**src/rtl/latch_bank_write_ctrl_pkg.sv**
```systemverilog
// Shared definitions for the latch bank write controller.
// Holds the FSM state encodings and a width helper for indices and counters.
package latch_bank_write_ctrl_pkg;

  localparam logic [1:0] ST_IDLE  = 2'd0;
  localparam logic [1:0] ST_SETUP = 2'd1;
  localparam logic [1:0] ST_EN    = 2'd2;
  localparam logic [1:0] ST_HOLD  = 2'd3;

  // Bits needed to index n items (or count 0..n-1). The result is never
  // less than 1, so a degenerate n still gets a legal vector width.
  function automatic int unsigned idx_bits(input int unsigned n);
    return (n <= 1) ? 1 : $clog2(n);
  endfunction

endpackage

```
**src/rtl/latch_bank_write_ctrl_rr_arbiter.sv**
```systemverilog
// Combinational round-robin pick.
// Ports: req[N] requests, ptr = highest-priority index;
//        gnt_nxt one-hot winner, idx binary winner (both zero when no request).
module latch_bank_write_ctrl_rr_arbiter
  import latch_bank_write_ctrl_pkg::*;
#(
  parameter int unsigned N  = 4,
  parameter int unsigned PW = idx_bits(N)
) (
  input  logic [N-1:0]  req,
  input  logic [PW-1:0] ptr,
  output logic [N-1:0]  gnt_nxt,
  output logic [PW-1:0] idx
);

  logic        found;
  int unsigned pos;

  // Scan upward from ptr, wrapping N-1 -> 0; the first hit wins.
  always_comb begin
    gnt_nxt = '0;
    idx     = '0;
    found   = 1'b0;
    pos     = 0;
    for (int unsigned i = 0; i < N; i++) begin
      pos = (32'(ptr) + i) % N;
      if (!found && req[PW'(pos)]) begin
        found               = 1'b1;
        idx                 = PW'(pos);
        gnt_nxt[PW'(pos)]   = 1'b1;
      end
    end
  end

endmodule

```
**src/rtl/latch_bank_write_ctrl.sv**
```systemverilog
// Write scheduler for a bank of DEPTH level-sensitive latches, shared by N
// requesters under round-robin arbitration. Each write runs
// SETUP (data settles) -> EN (enable pulse) -> HOLD (data held, done),
// so latch d never moves while its enable is high.
// Ports: clk, rst (sync, active-high); req/addr/wdata per requester;
//        gnt/done per requester, err, busy; lat_en one-hot and lat_d to the bank.
module latch_bank_write_ctrl
  import latch_bank_write_ctrl_pkg::*;
#(
  parameter int unsigned N         = 4,
  parameter int unsigned DEPTH     = 8,
  parameter int unsigned W         = 8,
  parameter int unsigned AW        = 3,
  parameter int unsigned EN_CYCLES = 1
) (
  input  logic             clk,
  input  logic             rst,
  input  logic [N-1:0]     req,
  input  logic [N*AW-1:0]  addr,
  input  logic [N*W-1:0]   wdata,
  output logic [N-1:0]     gnt,
  output logic [N-1:0]     done,
  output logic             err,
  output logic             busy,
  output logic [DEPTH-1:0] lat_en,
  output logic [W-1:0]     lat_d
);

  localparam int unsigned PW = idx_bits(N);
  localparam int unsigned CW = idx_bits(EN_CYCLES);

  logic [1:0]       state, state_nxt;
  logic [CW-1:0]    cnt, cnt_nxt;
  logic [AW-1:0]    addr_q, addr_nxt;
  logic [PW-1:0]    widx, widx_nxt;
  logic [PW-1:0]    rr_ptr, rr_nxt;
  logic [PW-1:0]    arb_idx;
  logic [N-1:0]     arb_gnt, gnt_nxt, done_nxt;
  logic             err_nxt, busy_nxt, oor;
  logic [DEPTH-1:0] dec, lat_en_nxt;
  logic [W-1:0]     lat_d_nxt;
  logic [W-1:0]     wd_arr [N];
  logic [AW-1:0]    ad_arr [N];

  // Unpack the flat per-requester buses.
  for (genvar g = 0; g < N; g++) begin : g_split
    assign wd_arr[g] = wdata[g*W +: W];
    assign ad_arr[g] = addr[g*AW +: AW];
  end

  // Entry decode of the captured address; an out-of-range address decodes to all zeros.
  for (genvar e = 0; e < DEPTH; e++) begin : g_dec
    assign dec[e] = (32'(addr_q) == 32'(e));
  end
  assign oor = (32'(addr_q) >= DEPTH);

  latch_bank_write_ctrl_rr_arbiter #(
    .N  (N),
    .PW (PW)
  ) u_arb (
    .req     (req),
    .ptr     (rr_ptr),
    .gnt_nxt (arb_gnt),
    .idx     (arb_idx)
  );

  // State register.
  always_ff @(posedge clk) begin
    if (rst) state <= ST_IDLE;
    else     state <= state_nxt;
  end

  // Next state and next values of every registered output.
  always_comb begin
    state_nxt  = state;
    cnt_nxt    = cnt;
    addr_nxt   = addr_q;
    widx_nxt   = widx;
    rr_nxt     = rr_ptr;
    gnt_nxt    = gnt;
    done_nxt   = '0;
    err_nxt    = 1'b0;
    lat_en_nxt = '0;
    lat_d_nxt  = lat_d;
    case (state)
      ST_IDLE: begin
        // Capture happens only here, while lat_en is guaranteed low.
        if (|req) begin
          state_nxt = ST_SETUP;
          gnt_nxt   = arb_gnt;
          widx_nxt  = arb_idx;
          addr_nxt  = ad_arr[arb_idx];
          lat_d_nxt = wd_arr[arb_idx];
        end
      end
      ST_SETUP: begin
        state_nxt  = ST_EN;
        cnt_nxt    = '0;
        lat_en_nxt = dec;
      end
      ST_EN: begin
        if (cnt == CW'(EN_CYCLES - 1)) begin
          state_nxt = ST_HOLD;
          done_nxt  = gnt;
          err_nxt   = oor;
        end else begin
          cnt_nxt    = cnt + CW'(1);
          lat_en_nxt = dec;
        end
      end
      ST_HOLD: begin
        state_nxt = ST_IDLE;
        gnt_nxt   = '0;
        rr_nxt    = (widx == PW'(N - 1)) ? '0 : widx + PW'(1);
      end
      default: state_nxt = ST_IDLE;
    endcase
    busy_nxt = (state_nxt != ST_IDLE);
  end

  // Output and datapath registers.
  always_ff @(posedge clk) begin
    if (rst) begin
      cnt    <= '0;
      addr_q <= '0;
      widx   <= '0;
      rr_ptr <= '0;
      gnt    <= '0;
      done   <= '0;
      err    <= 1'b0;
      busy   <= 1'b0;
      lat_en <= '0;
      lat_d  <= '0;
    end else begin
      cnt    <= cnt_nxt;
      addr_q <= addr_nxt;
      widx   <= widx_nxt;
      rr_ptr <= rr_nxt;
      gnt    <= gnt_nxt;
      done   <= done_nxt;
      err    <= err_nxt;
      busy   <= busy_nxt;
      lat_en <= lat_en_nxt;
      lat_d  <= lat_d_nxt;
    end
  end

endmodule

```
**config.mk**
```make
export PLATFORM = sky130hd
export DESIGN_NAME = latch_bank_write_ctrl
export DESIGN_NICKNAME = d
export VERILOG_FILES = /design/src/rtl/latch_bank_write_ctrl_pkg.sv /design/src/rtl/latch_bank_write_ctrl_rr_arbiter.sv /design/src/rtl/latch_bank_write_ctrl.sv
export SDC_FILE = /design/constraint.sdc
export NUM_CORES = 1
export LEC_CHECK = 0
export BUFFER_PORTS_ARGS = -buffer_cell sky130_fd_sc_hd__buf_2
export CAP_MARGIN = 20
export CORE_MARGIN = 3
export CORE_UTILIZATION = 55
export DETAILED_ROUTE_END_ITERATION = 8
export GPL_TIMING_DRIVEN = 1
export PLACE_DENSITY_LB_ADDON = 0.05
export SKIP_LAST_GASP = 1
export SYNTH_ARGS = -nofsm -noshare
export SYNTH_HDL_FRONTEND = slang
export SYNTH_SLANG_ARGS = --single-unit
```
**constraint.sdc**
```tcl
create_clock -name clk -period 7.6 [get_ports clk]
set_clock_uncertainty 0.05 [all_clocks]
set_input_delay 1.14 -clock clk [delete_from_list [all_inputs] [get_ports clk]]
set_output_delay 1.14 -clock clk [all_outputs]
set_load 0.02 [all_outputs]
```
After elaboration in Yosys (flattened, before gate mapping):

Cells that the tools add are included.

* register bits: 35
* input port bits: 50
* output and inout port bits: 26
* word-level logic and storage cells: 103

* add/subtract/negate cells: 5
* order comparisons: 9
* equality and inequality tests: 12
* mux-type cells: 43
* bitwise logic cells: 5
* reduce and logical (&&, ||, !) cells: 19

Operator list (number)
* 8-bit 2-to-1 mux: 3
* 4-bit 2-to-1 mux: 5
* 8-bit binary-select mux with 2-bit select: 1
* 8-bit case mux with 2 select lines: 1
* 2-bit 2-to-1 mux: 7
* 3-bit equality test (second input constant): 4
* 2-bit by 3-bit less-than comparator with 1-bit output (second input constant): 4
* 1-bit 2-to-1 mux: 12
* 4-bit OR: 3
* 1-bit binary-select mux with 2-bit select: 4
* 1-bit demux with 2-bit select: 4
* 2-bit by 1-bit greater-or-equal comparator with 1-bit output (second input constant): 4
* 2-bit case mux with 4 select lines: 1
* 4-bit case mux with 2 select lines: 1
* 1-bit logical AND: 7
* 3-bit binary-select mux with 2-bit select: 1
* 2-bit equality test (second input constant): 3
* 3-bit by 2-bit equality test with 1-bit output (second input constant): 2
* 3-bit 2-to-1 mux: 2
* 2-bit nonzero test: 3
* 2-bit by 1-bit adder with 2-bit output (second input constant): 2
* 2-bit adder (second input constant): 2
* 2-bit AND reduction: 2
* 4-bit OR reduction: 1
* 12 further kinds: 14

Logic depth before layout (Yosys ltp):

* word-level depth: 16
* depth in mapped cells: 12
* depth with buffers taken out: 8

Modules after synthesis:

From an unflattened synthesis, not the netlist that was laid out.

* cells, all modules: 191
* area total of the unflattened synthesis: 1959.4 µm²

By module, submodules not included
* latch_bank_write_ctrl: instances 1, cells each 126, area each 1470.2 µm²
* latch_bank_write_ctrl_rr_arbiter: instances 1, cells each 65, area each 489.2 µm²

Worst setup path after synthesis:

No wires, ideal clock.

* path kind: input to register
* from: input req[1]
* to: register addr_q[0]
* setup time: 122 ps
* data arrival time: 3018 ps
* path slack: 4410 ps
* cell stages on the path: 7
* cells stage by stage: buf_6 > mux4_2 > o21ba_1 > or3_4 > and2_4 > mux2_4 > a221o_1

* longest elaborated chain between the ends: 16
* elaborated cells between the ends (all ways): 27

RTL lines
* from (decl): RTL line latch_bank_write_ctrl.sv:18 `input logic [N-1:0] req,`
* 1-bit binary-select mux with 2-bit select: RTL line latch_bank_write_ctrl_rr_arbiter.sv:27 `if (!found && req[PW'(pos)]) begin`
* 1-bit 2-to-1 mux (not written as such): RTL line latch_bank_write_ctrl_rr_arbiter.sv:27
* 1-bit 2-to-1 mux: RTL line latch_bank_write_ctrl_rr_arbiter.sv:27
* 1-bit logical NOT: RTL line latch_bank_write_ctrl_rr_arbiter.sv:27
* 1-bit logical AND: RTL line latch_bank_write_ctrl_rr_arbiter.sv:27
* 1-bit 2-to-1 mux: RTL line latch_bank_write_ctrl_rr_arbiter.sv:27
* 1-bit logical NOT: RTL line latch_bank_write_ctrl_rr_arbiter.sv:27
* 1-bit logical AND: RTL line latch_bank_write_ctrl_rr_arbiter.sv:27
* 1-bit 2-to-1 mux: RTL line latch_bank_write_ctrl_rr_arbiter.sv:27
* 1-bit logical NOT: RTL line latch_bank_write_ctrl_rr_arbiter.sv:27
* 1-bit logical AND: RTL line latch_bank_write_ctrl_rr_arbiter.sv:27
* 2-bit 2-to-1 mux: RTL line latch_bank_write_ctrl_rr_arbiter.sv:27
* 2-bit NOT with 3-bit output (not written as such): RTL line latch_bank_write_ctrl.sv:92 `addr_nxt = ad_arr[arb_idx];`
* 3-bit binary-select mux with 2-bit select: RTL line latch_bank_write_ctrl.sv:92
* 3-bit 2-to-1 mux (not written as such) (2 in series): RTL line latch_bank_write_ctrl.sv:92
* to (signal assigned): RTL line latch_bank_write_ctrl.sv:136 `addr_q <= addr_nxt;`
* to (decl): RTL line latch_bank_write_ctrl.sv:34 `logic [AW-1:0] addr_q, addr_nxt;`

Parallel ways exist; a longest one is shown, timed or not. The select of a mux whose other input is x is not followed.
A chain may end at the register's enable or synchronous reset.

Worst setup path in the final report:

* from: register rr_ptr[0]
* to: register addr_q[0]

* longest elaborated chain between the ends: 16
* elaborated cells between the ends (all ways): 28

RTL lines
* from (decl): RTL line latch_bank_write_ctrl.sv:36 `logic [PW-1:0] rr_ptr, rr_nxt;`
* from (signal assigned): RTL line latch_bank_write_ctrl.sv:138 `rr_ptr <= rr_nxt;`
* branches (longest 11 deep; another with 2-bit by 1-bit adder with 2-bit output)
* 2-bit 2-to-1 mux *: RTL line latch_bank_write_ctrl_rr_arbiter.sv:27
* 2-bit NOT with 3-bit output (not written as such) *: RTL line latch_bank_write_ctrl.sv:92
* 3-bit binary-select mux with 2-bit select *: RTL line latch_bank_write_ctrl.sv:92
* 3-bit 2-to-1 mux (not written as such) * (2 in series): RTL line latch_bank_write_ctrl.sv:92

Every way passes the cells marked *. The select of a mux whose other input is x is not followed.

==> out/metrics.yaml <==
setup_path:
  slowest_delay_ps: 1010
  cpMaxStageDelayCell: "dfxtp_2"
  cp_data_arrival_time_ps: 4370
  critPathLaunchType: "register"
  path_max_fanout: 53
  end_kind: "register"
  timing.reg2reg.setup_slack_ps: 3350
  crit_chain: "inv_1 > ha_1 > mux4_2 > o21ba_1 > or3_4 > and2_4 > mux2_4 > a221o_1"
  path_class: "register to register"
  startpoint: "rr_ptr[0]"
  crit_required_ps: 7720
  worstReg2RegEnd: "addr_q[0]"
  timing.rr.start: "rr_ptr[0]"
  rr_worst_depth: 8
cts:
  cts_resized: 0
  numCtsBuffers: 5
  ctsHoldBuffers: 0
  cts.path.max_buffers: 2
  clock_sinks: 34
  path_clk_slew_ps: 70
  cts_max_level: 2
  clk_latency_ps: 280
  cts_root_buf: "clkbuf_8"
  cts_setup_buffers: 0
  cts_tree: "done"
synthesis:
  yosys_register_bits: 34
  yosys.area_share.simple: 0.2239
  async_flop_share: 0
  synth_edf_count: 0
  synth_compound_area_frac: 0.2519
  yosys_warnings: 0
  yosys_most_used_dff: "dfxtp_1"
  syn-mean-instance-area_um2: 8.082
  synthCells: 298
  syn_nets: 362
  netlist_area_mm2: 0.002409
  synthAdderAreaFrac: 0.07273
  synth_top_family_by_area: "compound AO/OA/AOI/OAI gates"
  ys_types: 49
  ys_seq_area_frac: 0.2826
  synth_xor_area_frac: 0
  synthMuxAreaShare: 0.1060
die:
  start_util: 0.5853
  std_cell_rows: 23
  fp.dieW_um: 72.18
  fp.dieH_um: 72.18
  io_pins: 76
  core_mm2: 0.004115
  die_area_mm2: 0.005209
timing:
  slew_viol_final: 0
  fin_crit_sh: 0.5591
  worst_slew_pin_slew_ps: 1025
  slew_headroom: 0.3169
  finalCriticalPeriod_ps: 4249
  finalHoldViolCount: 0
  clock.fmax_ghz: 0.2354
  setup-violations-final: 0
  fin_setup_tns_ps: 0
  rsz0062_at_grt: "no"
grt:
  grt_max_degree: 54
  grtUsageTotal: 0.2173
  grt_pass1_vias: 2017
  antenna_found_initial: 0
  grt_pass1_wl_um: 9101
  overflow: 0
power_and_ir_drop:
  power.density_mw_per_mm2: 259.6
  power_leakage_nw: 1.218
  power_uw: 731.8
  vdd_ir_drop_max_v: 0.0001114
finish:
  mostFrequentLayoutCell: "buf_2"
  area_growth_pct: 17.04
  final_cell_mix: "74 x buf_2, 41 x nor2_1, 33 x dfxtp_1, 17 x mux2i_1, 17 x a21oi_1"
  diodes: 0
  final_nets: 418
  fin_util: 0.6850
  drive_above_1_share: 0.2627
  layoutNonFillerInstCount: 404
detailed_routing:
  route.detailed.wl_per_inst_um: 14.01
  first_pass_iters: 5
  viasPerCell: 5.777
  drt_wl_total_um: 5661
  drtIter0Drc: 145
  dr_total_vias: 2334
  route.detailed.drc: 0
  final_antenna_net_count: 0
placement:
  finalWeightedCongestion: 0.8810
  io_buffers: 74
  place_inst: 397
  dpl.hpwl_um: 4251
min_path:
  hold_path_depth: 2
  worstHoldEndpoint: "widx[1]"
  worstHoldPathType: "register to register"
  hp-start: "widx[1]"
run:
  drv_cap: 0
outcome:
  status: "finished, final reports clean"
metal layers:
layer	part of all wire	global-route usage	vias to the layer above	wire [um]
li1	-	-	1207	-
met1	0.47	0.3015	1049	2655
met2	0.45	0.3387	68	2575
met3	0.058	0.03601	10	327
met4	0.018	0.07933	0	103
met5	0	0	-	0
layout make-up:
class,instances,area [um^2]
multi-input combinational,230,1580
tap,50,62.56
clock inverter,2,10.01
clock buffer,5,68.82
fill,362,1296
inverter,6,22.52
sequential,34,681.9
timing repair buffer,77,392.9
critical path, delay by kind of cell, from the launching register on:
| family | cells | cell delay, ps |
|---|---|---|
| flops | 1 | 1010 |
| fa+ha+maj | 1 | 600 |
| compound gates | 2 | 820 |
| buf+inv | 1 | 320 |
| mux | 2 | 730 |
| simple gates | 2 | 600 |
stage by stage:
stage               cell area, um^2  setup slack [ps]  hold WS [ps]
CTS                            2819              3332         411.7
global placement               2740              3461         398.5
global route                   2819              3051         425.4
floorplan                      2409              4410         390.0
detailed placement             2740              3331         402.3
finish                         2819              3351         414.6
report_power, final:
part | switching (mW) | internal, mW
registers | 0.0396 | 0.219
logic | 0.208 | 0.142
clock network | 0.0622 | 0.0613
sequential cells by signal, indices dropped and copies added (netlist names):
register  flops
rr_ptr        2
lat_en        8
busy          1
state         2
widx          2
gnt           4
lat_d         8
addr_q        3
done          4
worst max-delay path by stage:
stage / depth (start not counted) / slack (ps) / end
CTS: 8 / 3330 / addr_q[0]
global route: 8 / 3050 / addr_q[0]
floorplan: 7 / 4410 / addr_q[0]
global placement: 8 / 3460 / addr_q[0]
finish: 8 / 3350 / addr_q[0]
detailed placement: 8 / 3330 / addr_q[0]
cells by family after synthesis:
family | after synthesis
and+or+nand+nor | 107
AOI/OAI and AO/OA | 86
buffers and inverters | 34
DFF | 34
muxes | 22
adders and majority gates | 14
other | 1
Yosys cell counts, types with 3 or more instances:
cell,n,area (um^2)
nor2b_1,4,25.02
dfxtp_1,34,680.7
a221o_1,5,50.05
clkbuf_1,16,60.06
and2_1,6,37.54
and3_1,10,62.56
a21oi_1,17,85.08
a21boi_1,8,60.06
o21ai_1,11,55.05
ha_1,14,175.2
buf_2,7,35.03
nand3_1,12,60.06
nor2_1,41,153.9
a311oi_1,10,87.58
nand2_1,5,18.77
nor3_1,16,80.08
mux2i_1,17,170.2
inv_1,6,22.52
buf_1,3,11.26
o211ai_1,15,112.6
a32oi_1,4,35.03
o21ai_0,4,20.02
No activity file was read; power rests on OpenSTA's default activity.
